`src/rtl/cpu_out_uart_tx_pkg.sv`:
```
// Shared types and constants for the CPU output-port UART logger.
// The PARITY state is only reachable when CPU_OUT_UART_PARITY_EN is defined.
package cpu_out_uart_tx_pkg;

  typedef enum logic [2:0] {
    ST_IDLE   = 3'd0,
    ST_START  = 3'd1,
    ST_DATA   = 3'd2,
    ST_STOP   = 3'd3,
    ST_PARITY = 3'd4
  } tx_state_e;

  localparam int   DEF_CLKS_PER_BIT = 16;
  localparam int   DEF_FIFO_DEPTH   = 4;
  localparam logic UART_IDLE        = 1'b1;

  function automatic logic even_parity(input logic [7:0] d);
    return ^d;
  endfunction

endpackage

```
`src/rtl/cpu_out_uart_tx_fifo.sv`:
```
// Small circular byte FIFO; head is presented combinationally, push and pop
// in the same cycle are both honoured even when full.
module cpu_out_uart_tx_fifo #(
  parameter int DEPTH = 4
) (
  input  logic                         clk,
  input  logic                         reset_n,
  input  logic                         i_push,
  input  logic                         i_pop,
  input  logic [7:0]                   i_din,
  output logic [7:0]                   o_dout,
  output logic                         o_full,
  output logic                         o_empty,
  output logic [$clog2(DEPTH+1)-1:0]   o_count,
  output logic                         o_drop
);
  localparam int AW = $clog2(DEPTH);
  localparam int CW = $clog2(DEPTH + 1);

  logic [7:0]    r_mem [DEPTH];
  logic [AW-1:0] r_rd;
  logic [AW-1:0] r_wr;
  logic [CW-1:0] r_count;
  logic          w_push_ok;

  assign o_full    = (r_count == CW'(DEPTH));
  assign o_empty   = (r_count == '0);
  assign o_count   = r_count;
  assign o_dout    = r_mem[r_rd];
  assign w_push_ok = i_push && (!o_full || i_pop);
  assign o_drop    = i_push && o_full && !i_pop;

  // storage array; stale entries are ignored once pointers are reset
  always_ff @(posedge clk) begin
    if (w_push_ok) begin
      r_mem[r_wr] <= i_din;
    end
  end

  // pointers and occupancy
  always_ff @(posedge clk or negedge reset_n) begin
    if (!reset_n) begin
      r_rd    <= '0;
      r_wr    <= '0;
      r_count <= '0;
    end else begin
      if (w_push_ok) begin
        r_wr <= r_wr + AW'(1);
      end
      if (i_pop) begin
        r_rd <= r_rd + AW'(1);
      end
      r_count <= r_count + CW'(w_push_ok) - CW'(i_pop);
    end
  end

endmodule

```
`src/rtl/cpu_out_uart_tx.sv`:
```
// Logs every change of the CPU output byte as an 8N1 UART frame on one pin.
// Define CPU_OUT_UART_PARITY_EN to insert an even-parity bit (8E1 framing).
module cpu_out_uart_tx
  import cpu_out_uart_tx_pkg::*;
#(
  parameter int CLKS_PER_BIT = DEF_CLKS_PER_BIT,
  parameter int FIFO_DEPTH   = DEF_FIFO_DEPTH
) (
  input  logic                              clk,
  input  logic                              reset_n,
  input  logic [7:0]                        data_in,
  input  logic                              clear_ovf,
  output logic                              tx,
  output logic                              busy,
  output logic [$clog2(FIFO_DEPTH+1)-1:0]   fifo_count,
  output logic                              overflow
);
  localparam logic [7:0] BAUD_MAX = 8'(CLKS_PER_BIT - 1);

  tx_state_e  r_state;
  logic       r_tx;
  logic       r_busy;
  logic       r_ovf;
  logic [7:0] r_prev;
  logic [7:0] r_baud;
  logic [2:0] r_bit;
  logic [7:0] r_shift;
`ifdef CPU_OUT_UART_PARITY_EN
  logic       r_par;
`endif

  logic       w_enq;
  logic       w_pop;
  logic       w_full;
  logic       w_empty;
  logic       w_drop;
  logic       w_ovf_set;
  logic       w_baud_end;
  logic [7:0] w_head;

  assign w_enq      = (data_in != r_prev);
  assign w_pop      = (r_state == ST_IDLE) && !w_empty;
  assign w_baud_end = (r_baud == BAUD_MAX);
  // a drop can only occur while full; qualifying on both keeps the set path explicit
  assign w_ovf_set  = w_drop && w_full;

  assign tx       = r_tx;
  assign busy     = r_busy;
  assign overflow = r_ovf;

  cpu_out_uart_tx_fifo #(.DEPTH(FIFO_DEPTH)) u_fifo (
    .clk     (clk),
    .reset_n (reset_n),
    .i_push  (w_enq),
    .i_pop   (w_pop),
    .i_din   (data_in),
    .o_dout  (w_head),
    .o_full  (w_full),
    .o_empty (w_empty),
    .o_count (fifo_count),
    .o_drop  (w_drop)
  );

  // change detector history and sticky overflow (set beats clear)
  always_ff @(posedge clk or negedge reset_n) begin
    if (!reset_n) begin
      r_prev <= 8'h00;
      r_ovf  <= 1'b0;
    end else begin
      r_prev <= data_in;
      if (w_ovf_set) begin
        r_ovf <= 1'b1;
      end else if (clear_ovf) begin
        r_ovf <= 1'b0;
      end
    end
  end

  // transmit state machine; the shift register keeps the current bit in [0]
  always_ff @(posedge clk or negedge reset_n) begin
    if (!reset_n) begin
      r_state <= ST_IDLE;
      r_tx    <= UART_IDLE;
      r_busy  <= 1'b0;
      r_baud  <= 8'd0;
      r_bit   <= 3'd0;
      r_shift <= 8'h00;
`ifdef CPU_OUT_UART_PARITY_EN
      r_par   <= 1'b0;
`endif
    end else begin
      case (r_state)
        ST_IDLE: begin
          if (w_pop) begin
            r_shift <= w_head;
            r_tx    <= 1'b0;
            r_baud  <= 8'd0;
            r_busy  <= 1'b1;
            r_state <= ST_START;
`ifdef CPU_OUT_UART_PARITY_EN
            r_par   <= even_parity(w_head);
`endif
          end else begin
            r_tx   <= UART_IDLE;
            r_busy <= 1'b0;
          end
        end
        ST_START: begin
          if (w_baud_end) begin
            r_baud  <= 8'd0;
            r_tx    <= r_shift[0];
            r_bit   <= 3'd0;
            r_state <= ST_DATA;
          end else begin
            r_baud <= r_baud + 8'd1;
          end
        end
        ST_DATA: begin
          if (w_baud_end) begin
            r_baud <= 8'd0;
            if (r_bit == 3'd7) begin
`ifdef CPU_OUT_UART_PARITY_EN
              r_tx    <= r_par;
              r_state <= ST_PARITY;
`else
              r_tx    <= UART_IDLE;
              r_state <= ST_STOP;
`endif
            end else begin
              r_bit   <= r_bit + 3'd1;
              r_tx    <= r_shift[1];
              r_shift <= {1'b0, r_shift[7:1]};
            end
          end else begin
            r_baud <= r_baud + 8'd1;
          end
        end
`ifdef CPU_OUT_UART_PARITY_EN
        ST_PARITY: begin
          if (w_baud_end) begin
            r_baud  <= 8'd0;
            r_tx    <= UART_IDLE;
            r_state <= ST_STOP;
          end else begin
            r_baud <= r_baud + 8'd1;
          end
        end
`endif
        ST_STOP: begin
          if (w_baud_end) begin
            r_baud  <= 8'd0;
            r_busy  <= 1'b0;
            r_state <= ST_IDLE;
          end else begin
            r_baud <= r_baud + 8'd1;
          end
        end
        default: begin
          r_tx    <= UART_IDLE;
          r_busy  <= 1'b0;
          r_baud  <= 8'd0;
          r_state <= ST_IDLE;
        end
      endcase
    end
  end

endmodule

```
`config.mk`:
```
export PLATFORM = sky130hd
export DESIGN_NAME = cpu_out_uart_tx
export DESIGN_NICKNAME = d
export VERILOG_FILES = /design/src/rtl/cpu_out_uart_tx_pkg.sv /design/src/rtl/cpu_out_uart_tx_fifo.sv /design/src/rtl/cpu_out_uart_tx.sv
export SDC_FILE = /design/constraint.sdc
export NUM_CORES = 1
export LEC_CHECK = 0
export CAP_MARGIN = 20
export CORE_AREA = 2 2 61 120
export CTS_CLUSTER_DIAMETER = 200
export CTS_CLUSTER_SIZE = 14
export DETAILED_ROUTE_END_ITERATION = 12
export DIE_AREA = 0 0 63 122
export GPL_TIMING_DRIVEN = 0
export PLACE_DENSITY = 0.69
export SLEW_MARGIN = 40
export SYNTH_ARGS = -nofsm -noshare
export SYNTH_HDL_FRONTEND = slang
export SYNTH_SLANG_ARGS = --single-unit
```
`constraint.sdc`:
```
create_clock -name clk -period 2.9 [get_ports clk]
set_clock_uncertainty 0.15 [all_clocks]
set_input_delay 0.58 -clock clk [delete_from_list [all_inputs] [get_ports clk]]
set_output_delay 0.58 -clock clk [all_outputs]
set_load 0.05 [all_outputs]
```
; Word-level counts from Yosys, hierarchy flattened
; Memories as Yosys holds them, arrays and structs flattened.
; Cells that the tools add are included.
[classes]
n_addsub = 6
mul = 0
div_mod_pow = 0
n_lt_le_gt_ge = 0
n_eq_ne = 13
n_shift = 0
mux = 28
n_bitwise = 2
reduce_logical = 21
[op_table]
columns = cell, n
row1 = two-way mux 8 bit, 5
row2 = case mux 8 bit (2 select lines), 2
row3 = two-way mux 3 bit, 7
row4 = case mux 3 bit (4 select lines), 1
row5 = two-way mux 1 bit, 10
row6 = "!= test 2 bit, second input constant", 5
row7 = "adder 8 x 1 -> 8 bit, second input constant", 1
row8 = "equality test 8 x 4 -> 1 bit, second input constant", 1
row9 = != test 8 bit, 1
row10 = AND reduction 4 bit, 2
row11 = "equality test 3 x 2 -> 1 bit, second input constant", 2
row12 = "equality test 3 bit, second input constant", 2
row13 = logical NOT 3 bit, 2
row14 = case mux 3 bit (2 select lines), 1
row15 = nonzero test 2 bit, 3
row16 = logical AND 1 bit, 5
row17 = AND reduction 5 bit, 1
row18 = "adder 2 x 1 -> 2 bit, second input constant", 2
row19 = case mux 1 bit (4 select lines), 1
row20 = adder 3 x 1 -> 3 bit, 1
row21 = "adder 3 x 1 -> 3 bit, second input constant", 1
row22 = "equality test 3 x 1 -> 1 bit, second input constant", 1
row23 = logical NOT 1 bit, 3
row24 = case mux 1 bit (3 select lines), 1
row25 = other kinds (8), 9
[word_totals]
ff_bits = 40
latch_bits = 0
ram_bits = 32
mem_bits_ro = 0
output_inout_bits = 6
elab_cells = 82
memories = 1
[memory_table]
columns = memory, words, word_bits, read_ports, rd_clocked_by_memory_dff, wr, line
row1 = u_fifo.r_mem, 4, 8, 1, 0, 1, cpu_out_uart_tx_fifo.sv:20  ; logic [7:0] r_mem [DEPTH];

; Longest topological paths before layout
[logic_depth]
ltp_word = 7
ltp_mapped = 10
mapped_depth_nobuf = 10

; Modules after synthesis
; Synthesis repeated with hierarchy kept, for this count alone.
[hier_totals]
hier_cells = 219
hier_area_um2 = 3166.8
[modules_own_cells]
columns = mod, instances, cells_each, area_each_um2
row1 = cpu_out_uart_tx, 1, 141, 1595.3
row2 = cpu_out_uart_tx_fifo, 1, 78, 1571.5

; Least setup slack after synthesis
; OpenSTA, ideal clock, no wires.
[synth_path]
path_type = register -> register
startpoint = register u_fifo.r_count[2], in the netlist u_fifo.o_count[2]
endpoint = register u_fifo.r_count[2], in the netlist u_fifo.o_count[2]
setup_ns = 0.146
arrival_ns = 2.199
required_ns = 2.604
slack_ns = 0.405
path_stages_with_launch = 9
period_less_slack_ns = 2.495
cell_sequence = dfrtp_1 o31a_2 ha_1 inv_1 ha_1 inv_1 fa_1 xnor2_1 xnor2_1
[synth_via]
elab_chain_len = 7
elab_cells_between_ends = 9
cone_classes = add/sub: 2 / eq/ne: 1 / reduce/logical: 6
[synth_lines]
columns = element, line
row1 = "start, declared", cpu_out_uart_tx_fifo.sv:23  ; logic [CW-1:0] r_count;
row2 = "start signal, assigned", cpu_out_uart_tx_fifo.sv:53  ; r_count <= r_count + CW'(w_push_ok) - CW'(i_pop);
row3 = logical NOT 3 bit *, cpu_out_uart_tx_fifo.sv:27  ; assign o_empty = (r_count == '0);
row4 = logical NOT 1 bit *, cpu_out_uart_tx.sv:42  ; assign w_pop = (r_state == ST_IDLE) && !w_empty;
row5 = logical AND 1 bit *, cpu_out_uart_tx.sv:42
row6 = named net u_fifo.i_pop, cpu_out_uart_tx_fifo.sv:9  ; input logic i_pop,
row7 = logical OR 1 bit, cpu_out_uart_tx_fifo.sv:30  ; assign w_push_ok = i_push && (!o_full || i_pop);
row8 = logical AND 1 bit, cpu_out_uart_tx_fifo.sv:30
row9 = adder 3 x 1 -> 3 bit, cpu_out_uart_tx_fifo.sv:53
row10 = subtractor 3 x 1 -> 3 bit *, cpu_out_uart_tx_fifo.sv:53
; The timed path passes the listed nets; every way through them passes the cells marked *.
; A chain may end at the register's enable or synchronous reset.

; Worst setup path after layout
[layout_path]
startpoint = input port data_in[4]
endpoint = register u_fifo.r_count[2], in the netlist u_fifo.o_count[2]
[layout_via]
elab_chain_len = 4
[layout_lines]
columns = element, line
row1 = "start, declared", cpu_out_uart_tx.sv:11  ; input logic [7:0] data_in,
row2 = != test 8 bit, cpu_out_uart_tx.sv:41  ; assign w_enq = (data_in != r_prev);
row3 = logical AND 1 bit, cpu_out_uart_tx_fifo.sv:30
row4 = adder 3 x 1 -> 3 bit, cpu_out_uart_tx_fifo.sv:53
row5 = subtractor 3 x 1 -> 3 bit, cpu_out_uart_tx_fifo.sv:53
; Every way passes these cells.

==> impl_metrics.yaml <==
run_status:
  status: "complete, no violations"
clock_network:
  clk_latency_ns: 0.33
  clkSinkCount: 71
  post-cts-setup-buffers: 0
  path_clk_slew_ns: 0.05
  cts_made_buffers: 9
  htreeDepth: 3
  clk_path_buf_depth: 2
  cts_tree: "yes"
  cts_root_buf: "clkbuf_16"
die:
  start_util_pct: 47.1
  core_sq_um: 6830
  die_w_um: 63
  design.die.area_sq_um: 7690
  rows: 43
  die_h_um: 122
  ioPinCount: 17
global_route:
  grt_pass1_vias: 1910
  grt_pass1_wl_um: 9180
  gr-total-overflow: 0
  grt_usage_pct: 15.8
  grt_max_degree: 40
  grt_antenna_before_repair: 0
route:
  dr.first_iter.drc_count: 95
  vias: 1789
  routed_via_density: 5.10
  routed_wl_um: 5370
  drtPass1Iterations: 4
  drc: 0
  drtAntennaViolNets: 0
  wl_per_cell_um: 15.3
synthesis:
  synth_top_area_share_pct: 29.8
  synthArstFlopShare_pct: 54.9
  synth-edff-count: 32
  yosysMostFrequentCell: "dfrtp_1"
  ys_warn_count: 0
  seq_area_frac_synth_pct: 60.2
  synth_area_sq_um: 3220
  syn_inst: 229
  synth_area_leaders: "edfxtp_1 (30%), dfrtp_1 (30%), ha_1 (5.8%)"
  synth-main-ff-cell: "dfrtp_1"
  avgSynthCellArea_sq_um: 14.1
  yosysTopAreaCell: "edfxtp_1"
  synth_cell_type_count: 42
  ys_ff_latch: 71
  synthTopCellsByCount: "dfrtp_1 (38), edfxtp_1 (32), nand2_1 (28), ha_1 (15), inv_1 (13)"
  synth_nets: 256
critical_path:
  start_kind: "input port"
  endpoint_kind: "register"
  worstPathMaxFanout: 7
  required_ns: 2.99
  cp.arrival_ns: 2.79
  criticalPathCategory: "input port to register"
placed_design:
  dp_hpwl_um: 3690
  gp_congestion: 0.728
  dp_slack_ns: -0.310
  port_buffers: 16
timing:
  fin_crit_ns: 2.70
  slew_viol_final: 0
  fmax_mhz: 371
  hold_violations: 0
  holdWs_ns: 0.0750
  relSlewSlack_pct: 61.7
  fin_ws_ns: 0.202
  grt_setup_unrepaired: "no"
  setup_viol: 0
  timing.setup.tns_ns: 0
  worst_pin_slew_ns: 0.575
  fin_crit_sh_pct: 93.0
cells_and_area:
  drive_gt1_share_pct: 17.2
  fin_nets: 283
  areaGrowthSynthToFinish_pct: 16.6
  diodes: 0
  fillerInstances: 599
flow_run:
  drv_cap: 0
power:
  pwr_density_cell_nw_per_um2: 1150
  ir_worst_vdd_mv: 0.686
  leakagePower_nw: 1.56
hold_path:
  hp-class: "input port to asynchronous set/reset pin"
registers in the layout (all words and copies together), names as in the netlist:
name,count
busy,1
overflow,1
r_baud,8
r_bit,3
r_prev,8
r_shift,8
r_state,2
tx,1
u_fifo.o_count,3
u_fifo.r_mem,32
u_fifo.r_rd,2
u_fifo.r_wr,2
critical path: stages:
cell             delay [ns]
clkdlybuf4s50_1        0.53
xor2_1                 0.20
nor4_1                 0.50
a21oi_2                0.21
ha_1                   0.23
inv_1                  0.07
fa_1                   0.19
xnor2_1                0.14
xnor2_1                0.14
placed cells by master, fill, tap and decap left out, drive strengths merged, types with 2 or more instances in the layout:
cell type / Yosys / routed
a21oi: 5 / 5
a22o: 2 / 2
a22oi: 2 / 2
and2: 5 / 5
buf: 3 / 4
clkbuf: 2 / 14
clkdlybuf4s50: 0 / 15
clkinv: 0 / 3
dfrtp: 38 / 38
edfxtp: 32 / 32
ha: 15 / 15
inv: 13 / 13
mux2: 12 / 12
mux4: 8 / 8
nand2: 28 / 28
nand3: 4 / 4
nand4: 3 / 3
nor2: 10 / 10
nor3: 2 / 2
nor4: 3 / 3
nor4b: 2 / 2
o21ai: 6 / 6
o2bb2ai: 2 / 2
or2: 2 / 2
xnor2: 7 / 7
xor2: 11 / 11
area by class of cell:
type | instances | area (sq um) | share of cell area (%)
inverter | 13 | 48.8 | 1.30
multi-input combinational | 140 | 1210 | 32.2
clock inverter | 4 | 22.5 | 0.600
sequential | 71 | 1940 | 51.6
buffer | 5 | 27.5 | 0.733
tap | 90 | 113 | 3.00
clock buffer | 12 | 236 | 6.30
timing repair buffer | 16 | 158 | 4.20
report_power, final:
group | switching, mW | total (mW) | internal, mW
Clock | 0.379 | 0.952 | 0.574
Combinational | 0.908 | 1.74 | 0.831
Sequential | 0.190 | 1.64 | 1.45
metrics by stage:
stage | utilization (%) | cells | instance area, sq um | total power [mW]
CTS | 54.9 | 351 | 3750 | 4.40
global route | 54.9 | 351 | 3750 | 4.64
detailed placement | 51.1 | 335 | 3490 | 3.42
floorplan | - | 229 | 3220 | 2.99
global placement | 51.1 | 335 | 3490 | 3.34
finish | 54.9 | 351 | 3750 | 4.33
path summary, 6_finish.rpt:
| path | depth (start not counted) | startpoint | to | slack (ns) |
|---|---|---|---|---|
| setup / recovery | 9 | data_in[4] | u_fifo.o_count[2] | 0.20 |
| hold / removal | 1 | reset_n | r_baud[6] | 0.08 |
| setup reg to reg | 10 | r_state[0] | u_fifo.o_count[2] | 0.43 |
| hold reg to reg | 1 | overflow | overflow | 0.36 |
| max in group asynchronous | 1 | reset_n | r_prev[4] | 2.16 |
| min in group clk | 1 | overflow | overflow | 0.36 |
per-layer routing:
layer	global-route usage, %	vias up	wire [um]
met4	6.25	0	77
met1	20.0	881	2360
met3	4.62	10	154
met2	25.6	25	2780
li1	-	873	-
met5	0	-	0
repair_timing:
action                     CTS  global route
hold buffers                 0             0
setup endpoints to repair    0             1
resized for setup            0             1
cell families (layout without fill, tap and decap cells):
kind of cell | after synthesis | after routing | share of synthesized area, %
AND/OR/NAND/NOR | 64 | 64 | 10.6
adder cells (fa/ha/maj) | 16 | 16 | 6.45
flip-flops | 71 | 71 | 60.2
buffers and inverters | 18 | 50 | 2.37
XOR/XNOR | 18 | 18 | 4.90
multiplexers | 21 | 21 | 10.9
AO/OA/AOI/OAI | 21 | 21 | 4.58
No activity file was read; power rests on OpenSTA's default activity.
==> RTL change (config.mk and constraints unchanged) <==
Encoding of `tx_state_e`: now one-hot (5 bits for 5 states).
--- a/src/rtl/cpu_out_uart_tx_pkg.sv
+++ b/src/rtl/cpu_out_uart_tx_pkg.sv
@@ -2,12 +2,12 @@
 // The PARITY state is only reachable when CPU_OUT_UART_PARITY_EN is defined.
 package cpu_out_uart_tx_pkg;
 
-  typedef enum logic [2:0] {
-    ST_IDLE   = 3'd0,
-    ST_START  = 3'd1,
-    ST_DATA   = 3'd2,
-    ST_STOP   = 3'd3,
-    ST_PARITY = 3'd4
+  typedef enum logic [4:0] {
+    ST_IDLE   = 5'b00001,
+    ST_START  = 5'b00010,
+    ST_DATA   = 5'b00100,
+    ST_STOP   = 5'b01000,
+    ST_PARITY = 5'b10000
   } tx_state_e;
 
   localparam int   DEF_CLKS_PER_BIT = 16;
Check against the original RTL: no difference found for any inputs over 10 cycles, from zero or initial values and one cycle with reset_n low; not proved beyond that.
==> RTL change against the unedited design <==
Power shrank 3.5%. Synthesized area up 2.8%. Sequential cell count is 2 higher. Final area grew 3.4%. Critical path depth down 2. Routed wire length rose by 6.7%. Setup slack got worse by 48 ps. Global-route usage increased by 1.2 points. Largest cell class unchanged. Highest routed layer unchanged.
==> RTL change: results <==
set metrics [dict create \
    critPathMaxStageDelay_ps 570 \
    cts-resized-gates 1 \
    fin_cells 349 \
    fillerInstances 586 \
    status "complete, no violations" \
    layout-drive-gt1-share 0.228 \
    cts_root_buf "clkbuf_16" \
    finalWeightedCongestion 0.823 \
    hpwlAfterDp_mm 3.87 \
    arrival_ps 2550 \
    gr-usage-all-layers 0.170 \
    synth_common_cells "dfrtp_1, edfxtp_1, inv_1" \
    irDropWorstVdd_uv 964 \
    crit_end "u_fifo.r_mem[1][3]$_DFFE_PP_" \
    vias 1852 \
    place_worst_setup_slack_ps -613 \
    grt_first_pass_wirelength_mm 9.91 \
    switching_share 0.332 \
    cpMaxStageDelayCell "nor2_1" \
    synth_edf_count 32 \
    grt_pass1_vias 2052 \
    worstPathMaxFanout 8 \
    regMostFlops "u_fifo.r_mem" \
    yosysSeqAreaShare 0.601 \
    place_inst 331 \
    syn_inst 225 \
    synth_area_leaders "dfrtp_1, edfxtp_1, mux4_2" \
    detail_route.wl_per_cell_um 16.4 \
    final_net_count 275 \
    start_kind "register" \
    synth_fp_nets 246 \
    whs_ps 85.8 \
    powerClk_mw 0.968 \
    worst_pin_slew_ps 748 \
    switchingPower_mw 1.39 \
    synth_cell_types 51 \
    first_pass_iters 5 \
    seqPwrFrac 0.386 \
    reg2reg_from "r_state[2]$_DFFE_PN0P_" \
    p_leak_nw 1.54 \
    r2r_slack_ps 150 \
    grt_max_degree 42 \
    max_freq_mhz 364 \
    async_reset_ff_frac 0.562 \
]
## RTL change: cell types whose count changed after synthesis, moves of 3 or more
cell,delta
xor2_1,-8
mux2_2,+4
xnor2_1,+8
o21ai_0,-3
a211oi_1,+3
ha_1,-6
inv_1,+3
and2_1,-4
a21o_1,+4
nand2_1,-14
## RTL change: final cells by class
type	count	area (um2)	area share
clock inverter	5	32.5	0.00838
timing repair buffer	18	175	0.0451
tap	90	113	0.0290
multi-input combinational	129	1230	0.318
clock buffer	11	233	0.0600
sequential	73	1990	0.513
buffer	7	43.8	0.0113
inverter	16	60.1	0.0155
## RTL change: kinds of logic after synthesis
logic type | Yosys count | share of synthesized area
multiplexers | 26 | 0.123
AO/OA/AOI/OAI | 27 | 0.0650
adder cells (fa/ha/maj) | 10 | 0.0401
flip-flops | 73 | 0.601
XOR/XNOR | 18 | 0.0476
AND/OR/NAND/NOR | 48 | 0.0918
buffers and inverters | 23 | 0.0314
## RTL change: routing by layer
| metal | vias up | global-route usage | share of wire | routed length [um] |
|---|---|---|---|---|
| met4 | 0 | 0.0736 | 0.018 | 102 |
| met5 | - | 0 | 0 | 0 |
| met2 | 27 | 0.292 | 0.52 | 3000 |
| met3 | 11 | 0.0351 | 0.029 | 166 |
| li1 | 879 | - | - | - |
| met1 | 935 | 0.207 | 0.43 | 2460 |
## RTL change: stage by stage
| step | util | area (um2) |
|---|---|---|
| CTS | 0.566 | 3860 |
| detailed placement | 0.524 | 3580 |
| floorplan | - | 3310 |
| global route | 0.568 | 3880 |
| global placement | 0.524 | 3580 |
| finish | 0.568 | 3880 |
## RTL change: worst max-delay path, delay by kind of cell, from the launching register on
family / cells / cell delay, ps
AO/OA/AOI/OAI: 1 / 100
AND/OR/NAND/NOR: 3 / 1240
flip-flops: 1 / 360
buffers and inverters: 3 / 510
